`src/rtl/mem_arb_pkg.sv`:
```
// Shared types and constants for the memory read arbiter: FSM state encoding,
// requester indices and the default requester count.
package mem_arb_pkg;

    localparam int unsigned NUM_REQ_DEFAULT = 3;

    localparam int unsigned REQ_ICACHE = 0;
    localparam int unsigned REQ_DCACHE = 1;
    localparam int unsigned REQ_ISB    = 2;

    typedef enum logic [1:0] {
        StIdle = 2'd0,
        StAddr = 2'd1,
        StData = 2'd2
    } arb_state_e;

    // Width of a requester index; never zero so a single requester still gets a bit.
    function automatic int unsigned idx_width(input int unsigned n);
        return (n > 1) ? $clog2(n) : 1;
    endfunction

endpackage

```
`src/rtl/mem_arb_picker.sv`:
```
// Combinational winner selection: the first valid requester at or after ptr_i,
// wrapping modulo NUM_REQ, reported as a one-hot grant and as an index.
module mem_arb_picker
    import mem_arb_pkg::*;
#(
    parameter int unsigned NUM_REQ = NUM_REQ_DEFAULT,
    parameter int unsigned IDX_W   = idx_width(NUM_REQ)
) (
    input  logic [NUM_REQ-1:0] valid_i,
    input  logic [IDX_W-1:0]   ptr_i,
    output logic [NUM_REQ-1:0] gnt_o,
    output logic [IDX_W-1:0]   idx_o,
    output logic               any_o
);

    int rank;
    int best;

    always_comb begin
        gnt_o = '0;
        idx_o = '0;
        any_o = 1'b0;
        rank  = 0;
        best  = int'(NUM_REQ);
        // rank is the distance from the pointer; the smallest valid rank wins
        for (int i = 0; i < int'(NUM_REQ); i++) begin
            rank = (i + int'(NUM_REQ) - int'(ptr_i)) % int'(NUM_REQ);
            if (valid_i[i] && (rank < best)) begin
                best  = rank;
                idx_o = IDX_W'(i);
                any_o = 1'b1;
            end
        end
        if (any_o) begin
            gnt_o[idx_o] = 1'b1;
        end
    end

endmodule

```
`src/rtl/mem_read_arbiter.sv`:
```
// Arbitrates NUM_REQ read requesters onto one AXI AR/R master, one burst at a time.
// Define MEM_READ_ARB_RR_EN for round-robin arbitration; otherwise lowest index wins.
module mem_read_arbiter
    import mem_arb_pkg::*;
#(
    parameter int unsigned NUM_REQ    = NUM_REQ_DEFAULT,
    parameter int unsigned ADDR_WIDTH = 32,
    parameter int unsigned DATA_WIDTH = 32,
    parameter int unsigned LEN_WIDTH  = 8,
    parameter int unsigned ID_WIDTH   = 4
) (
    input  logic                          clk,
    input  logic                          rst,
    input  logic [NUM_REQ*ADDR_WIDTH-1:0] req_araddr,
    input  logic [NUM_REQ*LEN_WIDTH-1:0]  req_arlen,
    input  logic [NUM_REQ-1:0]            req_arvalid,
    output logic [NUM_REQ-1:0]            req_arready,
    output logic [DATA_WIDTH-1:0]         req_rdata,
    output logic [NUM_REQ-1:0]            req_rvalid,
    output logic                          req_rlast,
    input  logic [NUM_REQ-1:0]            req_rready,
    output logic [ADDR_WIDTH-1:0]         m_araddr,
    output logic [LEN_WIDTH-1:0]          m_arlen,
    output logic [ID_WIDTH-1:0]           m_arid,
    output logic                          m_arvalid,
    input  logic                          m_arready,
    input  logic [DATA_WIDTH-1:0]         m_rdata,
    input  logic [ID_WIDTH-1:0]           m_rid,
    input  logic                          m_rlast,
    input  logic                          m_rvalid,
    output logic                          m_rready,
    output logic                          protocol_err
);

    localparam int unsigned IDX_W = idx_width(NUM_REQ);

    arb_state_e              state_q, state_d;
    logic [IDX_W-1:0]        gidx_q, gidx_d;
    logic [ADDR_WIDTH-1:0]   addr_q, addr_d;
    logic [LEN_WIDTH-1:0]    len_q, len_d;
    logic [LEN_WIDTH:0]      cnt_q, cnt_d;
    logic                    err_q, err_d;

    logic [IDX_W-1:0]        ptr;
    logic [NUM_REQ-1:0]      pick_gnt;
    logic [IDX_W-1:0]        pick_idx;
    logic                    pick_any;

    logic [ADDR_WIDTH-1:0]   araddr_arr [NUM_REQ];
    logic [LEN_WIDTH-1:0]    arlen_arr  [NUM_REQ];

    for (genvar r = 0; r < NUM_REQ; r++) begin : g_unpack
        assign araddr_arr[r] = req_araddr[r*ADDR_WIDTH +: ADDR_WIDTH];
        assign arlen_arr[r]  = req_arlen[r*LEN_WIDTH +: LEN_WIDTH];
    end

    mem_arb_picker #(
        .NUM_REQ (NUM_REQ),
        .IDX_W   (IDX_W)
    ) u_picker (
        .valid_i (req_arvalid),
        .ptr_i   (ptr),
        .gnt_o   (pick_gnt),
        .idx_o   (pick_idx),
        .any_o   (pick_any)
    );

`ifdef MEM_READ_ARB_RR_EN
    logic             ptr_q, ptr_unused;
    logic [IDX_W-1:0] rr_ptr_q, rr_ptr_d;
    logic             burst_done;

    assign ptr_q      = 1'b0;
    assign ptr_unused = ptr_q;
    assign burst_done = (state_q == StData) && m_rvalid && req_rready[gidx_q] && m_rlast;

    always_comb begin
        rr_ptr_d = rr_ptr_q;
        if (burst_done) begin
            rr_ptr_d = (gidx_q == IDX_W'(NUM_REQ - 1)) ? '0 : gidx_q + 1'b1;
        end
    end

    always_ff @(posedge clk or posedge rst) begin
        if (rst) begin
            rr_ptr_q <= '0;
        end else begin
            rr_ptr_q <= rr_ptr_d;
        end
    end

    assign ptr = rr_ptr_q;
`else
    assign ptr = '0;
`endif

    always_comb begin
        state_d      = state_q;
        gidx_d       = gidx_q;
        addr_d       = addr_q;
        len_d        = len_q;
        cnt_d        = cnt_q;
        err_d        = err_q;
        req_arready  = '0;
        req_rvalid   = '0;
        req_rdata    = '0;
        req_rlast    = 1'b0;
        m_araddr     = '0;
        m_arlen      = '0;
        m_arid       = '0;
        m_arvalid    = 1'b0;
        m_rready     = 1'b0;

        unique case (state_q)
            StIdle: begin
                // rst gates the accept pulse so no output is seen high during reset
                if (pick_any && !rst) begin
                    req_arready = pick_gnt;
                    gidx_d      = pick_idx;
                    addr_d      = araddr_arr[pick_idx];
                    len_d       = arlen_arr[pick_idx];
                    state_d     = StAddr;
                end
            end
            StAddr: begin
                m_arvalid = 1'b1;
                m_araddr  = addr_q;
                m_arlen   = len_q;
                m_arid    = ID_WIDTH'(gidx_q);
                if (m_arready) begin
                    cnt_d   = '0;
                    state_d = StData;
                end
            end
            StData: begin
                req_rvalid[gidx_q] = m_rvalid;
                req_rdata          = m_rdata;
                req_rlast          = m_rlast;
                m_rready           = req_rready[gidx_q];
                if (m_rvalid && req_rready[gidx_q]) begin
                    cnt_d = cnt_q + 1'b1;
                    // rlast must coincide exactly with beat index arlen
                    if (m_rlast != (cnt_q == {1'b0, len_q})) begin
                        err_d = 1'b1;
                    end
                    if (m_rid != ID_WIDTH'(gidx_q)) begin
                        err_d = 1'b1;
                    end
                    if (m_rlast) begin
                        state_d = StIdle;
                    end
                end
            end
            default: state_d = StIdle;
        endcase
    end

    always_ff @(posedge clk or posedge rst) begin
        if (rst) begin
            state_q <= StIdle;
            gidx_q  <= '0;
            addr_q  <= '0;
            len_q   <= '0;
            cnt_q   <= '0;
            err_q   <= 1'b0;
        end else begin
            state_q <= state_d;
            gidx_q  <= gidx_d;
            addr_q  <= addr_d;
            len_q   <= len_d;
            cnt_q   <= cnt_d;
            err_q   <= err_d;
        end
    end

    assign protocol_err = err_q;

endmodule

```
`config.mk`:
```
export PLATFORM = sky130hd
export DESIGN_NAME = mem_read_arbiter
export DESIGN_NICKNAME = d
export VERILOG_FILES = /design/src/rtl/mem_arb_pkg.sv /design/src/rtl/mem_arb_picker.sv /design/src/rtl/mem_read_arbiter.sv
export SDC_FILE = /design/constraint.sdc
export NUM_CORES = 1
export LEC_CHECK = 0
export ABC_CLOCK_PERIOD_IN_PS = 2800
export CORE_ASPECT_RATIO = 0.9
export CORE_MARGIN = 2
export CORE_UTILIZATION = 38
export CTS_CLUSTER_SIZE = 24
export DETAILED_ROUTE_END_ITERATION = 10
export MAX_ROUTING_LAYER = met4
export PLACE_DENSITY = 0.86
export SYNTH_ARGS = -nofsm -noshare
export SYNTH_HDL_FRONTEND = slang
export SYNTH_SLANG_ARGS = --single-unit
export TNS_END_PERCENT = 100
```
`constraint.sdc`:
```
create_clock -name clk -period 2.8 [get_ports clk]
set_input_delay 0.56 -clock clk [delete_from_list [all_inputs] [get_ports clk]]
set_output_delay 0.56 -clock clk [all_outputs]
set_load 0.1 [all_outputs]
```
Word-level counts from Yosys, hierarchy flattened
Cells that the tools add are included.
Word-level totals
  logic and storage cells: 79
  output and inout bits: 86
  bits of input ports: 167
  bits in registers: 54
Cells by class
  add/subtract/negate cells: 1
  bitwise operators: 2
  mux-type cells: 40
  reduce and logical (&&, ||, !) cells: 14
  eq/ne operators: 9
  magnitude comparators: 7
Operators by type and width (number)
  $mux 32: 4
  $bmux 32 s2: 1
  $mux 8: 3
  $mux 9: 2
  $pmux 9 s2: 1
  $bmux 8 s2: 1
  $mux 2: 8
  $mux 1: 12
  $mux 3: 4
  $add 9x1->9 const B: 1
  $eq 9x8->1: 1
  $ne 2x2->1 const B: 4
  $logic_and 1x1->1: 6
  $lt 2x3->1 const B: 2
  $pmux 2 s3: 1
  $reduce_and 3->1: 2
  $demux 1 s2: 2
  $ge 2x1->1 const B: 2
  $ne 4x2->1: 1
  $reduce_and 4->1: 1
  $reduce_bool 2->1: 2
  $and 3x3->3: 1
  $ge 3x3->1 const B: 1
  $not 2->3: 1
  other kinds (9): 9

Longest topological paths before layout
  depth after elaboration: 14
  depth in mapped cells: 6
  depth with buffers taken out: 4

By module
From an unflattened synthesis, not the netlist that was laid out.
Unflattened totals
  cells, all modules: 544
  area total of the unflattened synthesis: 4334.2 um2
By module, submodules not included
  mem_read_arbiter: cells an instance 450, times used 1, area an instance 3657.3 um2, sequential area each 1351.3 um2
  mem_arb_picker: cells an instance 94, times used 1, area an instance 676.9 um2, sequential area each 0.0 um2

Worst setup path before layout
Ideal clock, no wire load.
  path kind: in2out
  start point: input m_rvalid
  end point: output req_rvalid[2]
  arrival: 2.964 ns
  cell stages on the path: 2
  buffers on the path: 0
  data required time: 2.240 ns
  slack: -0.724 ns
  cell sequence: nand2_1 -> nor3b_1
On the way
  longest elaborated chain between the ends: 2
Ends and longest elaborated chain
  start: declaration: RTL line mem_read_arbiter.sv:30  | input logic m_rvalid,
  $and 3x3->3 (no line)
  $mux 3: RTL line mem_read_arbiter.sv:114  | unique case (state_q)
  end: declaration: RTL line mem_read_arbiter.sv:19  | output logic [NUM_REQ-1:0] req_rvalid,
Every way passes these cells.

Worst setup path in the final report
  start point: input req_rready[2]
  end point: output m_rready
On the way
  longest elaborated chain between the ends: 3
Ends and longest elaborated chain
  start: declaration: RTL line mem_read_arbiter.sv:21  | input logic [NUM_REQ-1:0] req_rready,
  $bmux 1 s2: RTL line mem_read_arbiter.sv:139  | m_rready = req_rready[gidx_q];
  $mux 1 (not written as such): RTL line mem_read_arbiter.sv:139
  $mux 1: RTL line mem_read_arbiter.sv:114
  end: declaration: RTL line mem_read_arbiter.sv:31  | output logic m_rready,
Every way passes these cells. The select of a mux whose other input is x is not followed.

==> metrics <==
run status=finished, final reports clean; sequential share of power=17.8%; Synth Cell Area=~3400 µm²; Setup Total Neg Slack=0 ns; switching share of power=55.8%; power per cell area=between 1000 and 1500 nW/µm²; largest net degree at the start of global routing=81; drt drc=0; VDD IR max=869 µV; P_leak=0.00284 µW; RSZ-0062 raised after global routing=no; FMAX=394 MHz; Fin. Hold Viols=0; CTS H-tree lvls=2; Buffers on Ports=250; skew final=0.00777 ns; slowest CP cell=clkdlybuf4s50_1; initial antenna violation count=0; P_int=between 3000 and 4000 µW; vias per cell=5.27; critical path arrival=1.98 ns; die area=9810 µm²; cts bufs inserted=5; Clock Latency Late Sink=roughly 0.3 ns; antenna-violating nets left=0; Synth top cells by count=81 x and2_1, 55 x nand2_1, 54 x dfrtp_1, 45 x nor2_1, 41 x a31oi_1; max-cap violations=0; Vias=between 4,000 and 5,000; drt pass-1 iters=4; Final Setup Violations=0; std cell rows=32; crit-path max cell delay=0.45 ns; r2r setup slk=between 0.9 and 1 ns; YS warnings=0; HP Class=reg2reg; total gr overflow=0; share of layout cells above drive strength 1=between 10% and 20%; reg2reg path depth=5; Yosys top cell area share=39.4%; Post-CTS Setup Repair Bufs=0; Seq cells post-synth=54; Post-synth EDFFs=0; sequential-to-total area share from yosys stat=39.4%; Startpoint Class=input pin; DIE WIDTH=~100 µm; worst slew pin tran=a little under 0.5 ns; Req. time, crit path=~2.2 ns; Sw Pwr=~4300 µW; Ports=253; Comb pwr share=76.4%; Post-Route WL=13,400 µm; Critical Path End Type=output pin; post-synth cell types=38; post-route minimum period=2.54 ns; hpwl dp=10,900 µm; Finished Cell Area=between 6000 and 7000 µm²; Starting Density=39.5%; WL/cell=around 18 µm; synth top area cells=dfrtp_1 39%, and2_1 15%, a22oi_1 8.7%, a31oi_1 7.5%, nand2_1 6.0%; Hold Crit Start=cnt_q[7]; gpl congestion=0.919; largest area contributor in the netlist=dfrtp_1; final core utilization=approximately 80%; Max Slew Vio Count=0; vias in the first global route=4,311; Critical Path Start=req_rready[2]; r2r startpoint=state_q[0]; Crit Path Class=in2out; Placeable Area=8690 µm²; nets=816; post-synthesis instance total=417; clock-pin slew on the worst setup and hold paths=0.09 ns; Fillers=547; cell with the most instances after synthesis=and2_1; Placed Area=6880 µm²; Main synth FF type=dfrtp_1; hold path cells=1; clock tree buffer depth=2; Root Driver=clkbuf_8; worst-path cell chain=clkdlybuf4s50_1 -> mux2i_1 -> o2bb2ai_1 -> and2_1 -> buf_12; Hold Crit Endpoint=cnt_q[7]; global-route wire length before repair=~22,000 µm; Syn Area/Cell=8.23 µm²; clock sinks=54; clock network power share=5.8%; Die Y=94.2 µm; Synth async-reset ratio=100%; GR Util All Layers=28.6%; period utilization=90.6%; TritonCTS clock tree=done; ANT cells=0; Critical Path Fanout Max=5; RR Endpoint=addr_q[12]; Gates resized, CTS repair=0; Slew headroom=66.6%; Power Total=7670 µW; initial drt markers=171; CTS Hold Bufs=0; final hold slack=0.540 ns; Area Overhead vs Synth=103%
-- power by group through the flow --
stage	logic (µW)	clock network, µW	registers, µW
2_1_floorplan	3680	0	1310
3_3_place_gp	5800	0	1340
3_5_place_dp	5890	0	1380
4_1_cts	5900	455	1360
5_1_grt	6080	490	1400
6_report	5860	445	1360
-- cell families (layout without fill, tap and decap cells) --
family,after synthesis,in the layout,synth area share [%]
mux,7,7,2.04
simple gates,207,207,30.7
other cells,1,2,0.109
buf+inv,41,272,5.29
compound gates,96,96,19.6
fa+ha+maj,1,1,0.365
xor+xnor,10,10,2.55
flops,54,54,39.4
-- cells in the final DEF (no fill, tap or decap), types with 6 or more instances in the layout --
cell type          n
and2_1            81
nand2_1           55
a31oi_1           41
buf_4              8
dfrtp_1           54
clkbuf_8           6
xor2_1             8
mux2i_1            7
nor2_1            44
buf_12            85
clkdlybuf4s50_1  166
a22oi_1           40
-- through the flow --
step | worst slack [ns] | cells
5_1_grt | 0.180 | 768
4_1_cts | 0.256 | 768
2_1_floorplan | 0.172 | 418
3_5_place_dp | 0.257 | 760
3_3_place_gp | 0.291 | 760
6_report | 0.264 | 768
-- per-layer routing --
| metal | wire length, µm | GRT usage, % |
|---|---|---|
| met5 | 0 | - |
| met4 | 348 | 9.80 |
| met3 | 883 | 6.03 |
| met2 | 7200 | 53.6 |
| met1 | 5010 | 30.2 |
-- final cells by class --
type | count | area [µm²] | area share, %
repair buffers | 259 | 3420 | 49.1
multi-input cells | 323 | 1930 | 27.8
flip-flops and latches | 54 | 1350 | 19.4
well taps | 119 | 149 | 2.14
clock buffers | 7 | 86.3 | 1.24
inverters | 5 | 18.8 | 0.269
clock inverters | 1 | 5.00 | 0.0718
-- worst max-delay path by stage --
| stage | end | slack [ns] | cells after the start |
|---|---|---|---|
| floorplan | m_araddr[22] | 0.17 | 4 |
| global placement | m_rready | 0.29 | 5 |
| detailed placement | m_rready | 0.26 | 5 |
| CTS | m_rready | 0.26 | 5 |
| global route | m_rready | 0.18 | 4 |
| finish | m_rready | 0.26 | 5 |
-- worst max-delay path, delay by kind of cell --
| family | cells | cell delay (ns) |
|---|---|---|
| muxes | 1 | 0.11 |
| buffers and inverters | 2 | 0.63 |
| AOI/OAI and AO/OA | 1 | 0.42 |
| and+or+nand+nor | 1 | 0.25 |
-- state kept, by name, indices dropped and copies added (netlist names) --
signal and cells:
addr_q 32, cnt_q 9, len_q 8, gidx_q 2, state_q 2, protocol_err 1
Note: power is estimated with default switching activity, not from simulation.
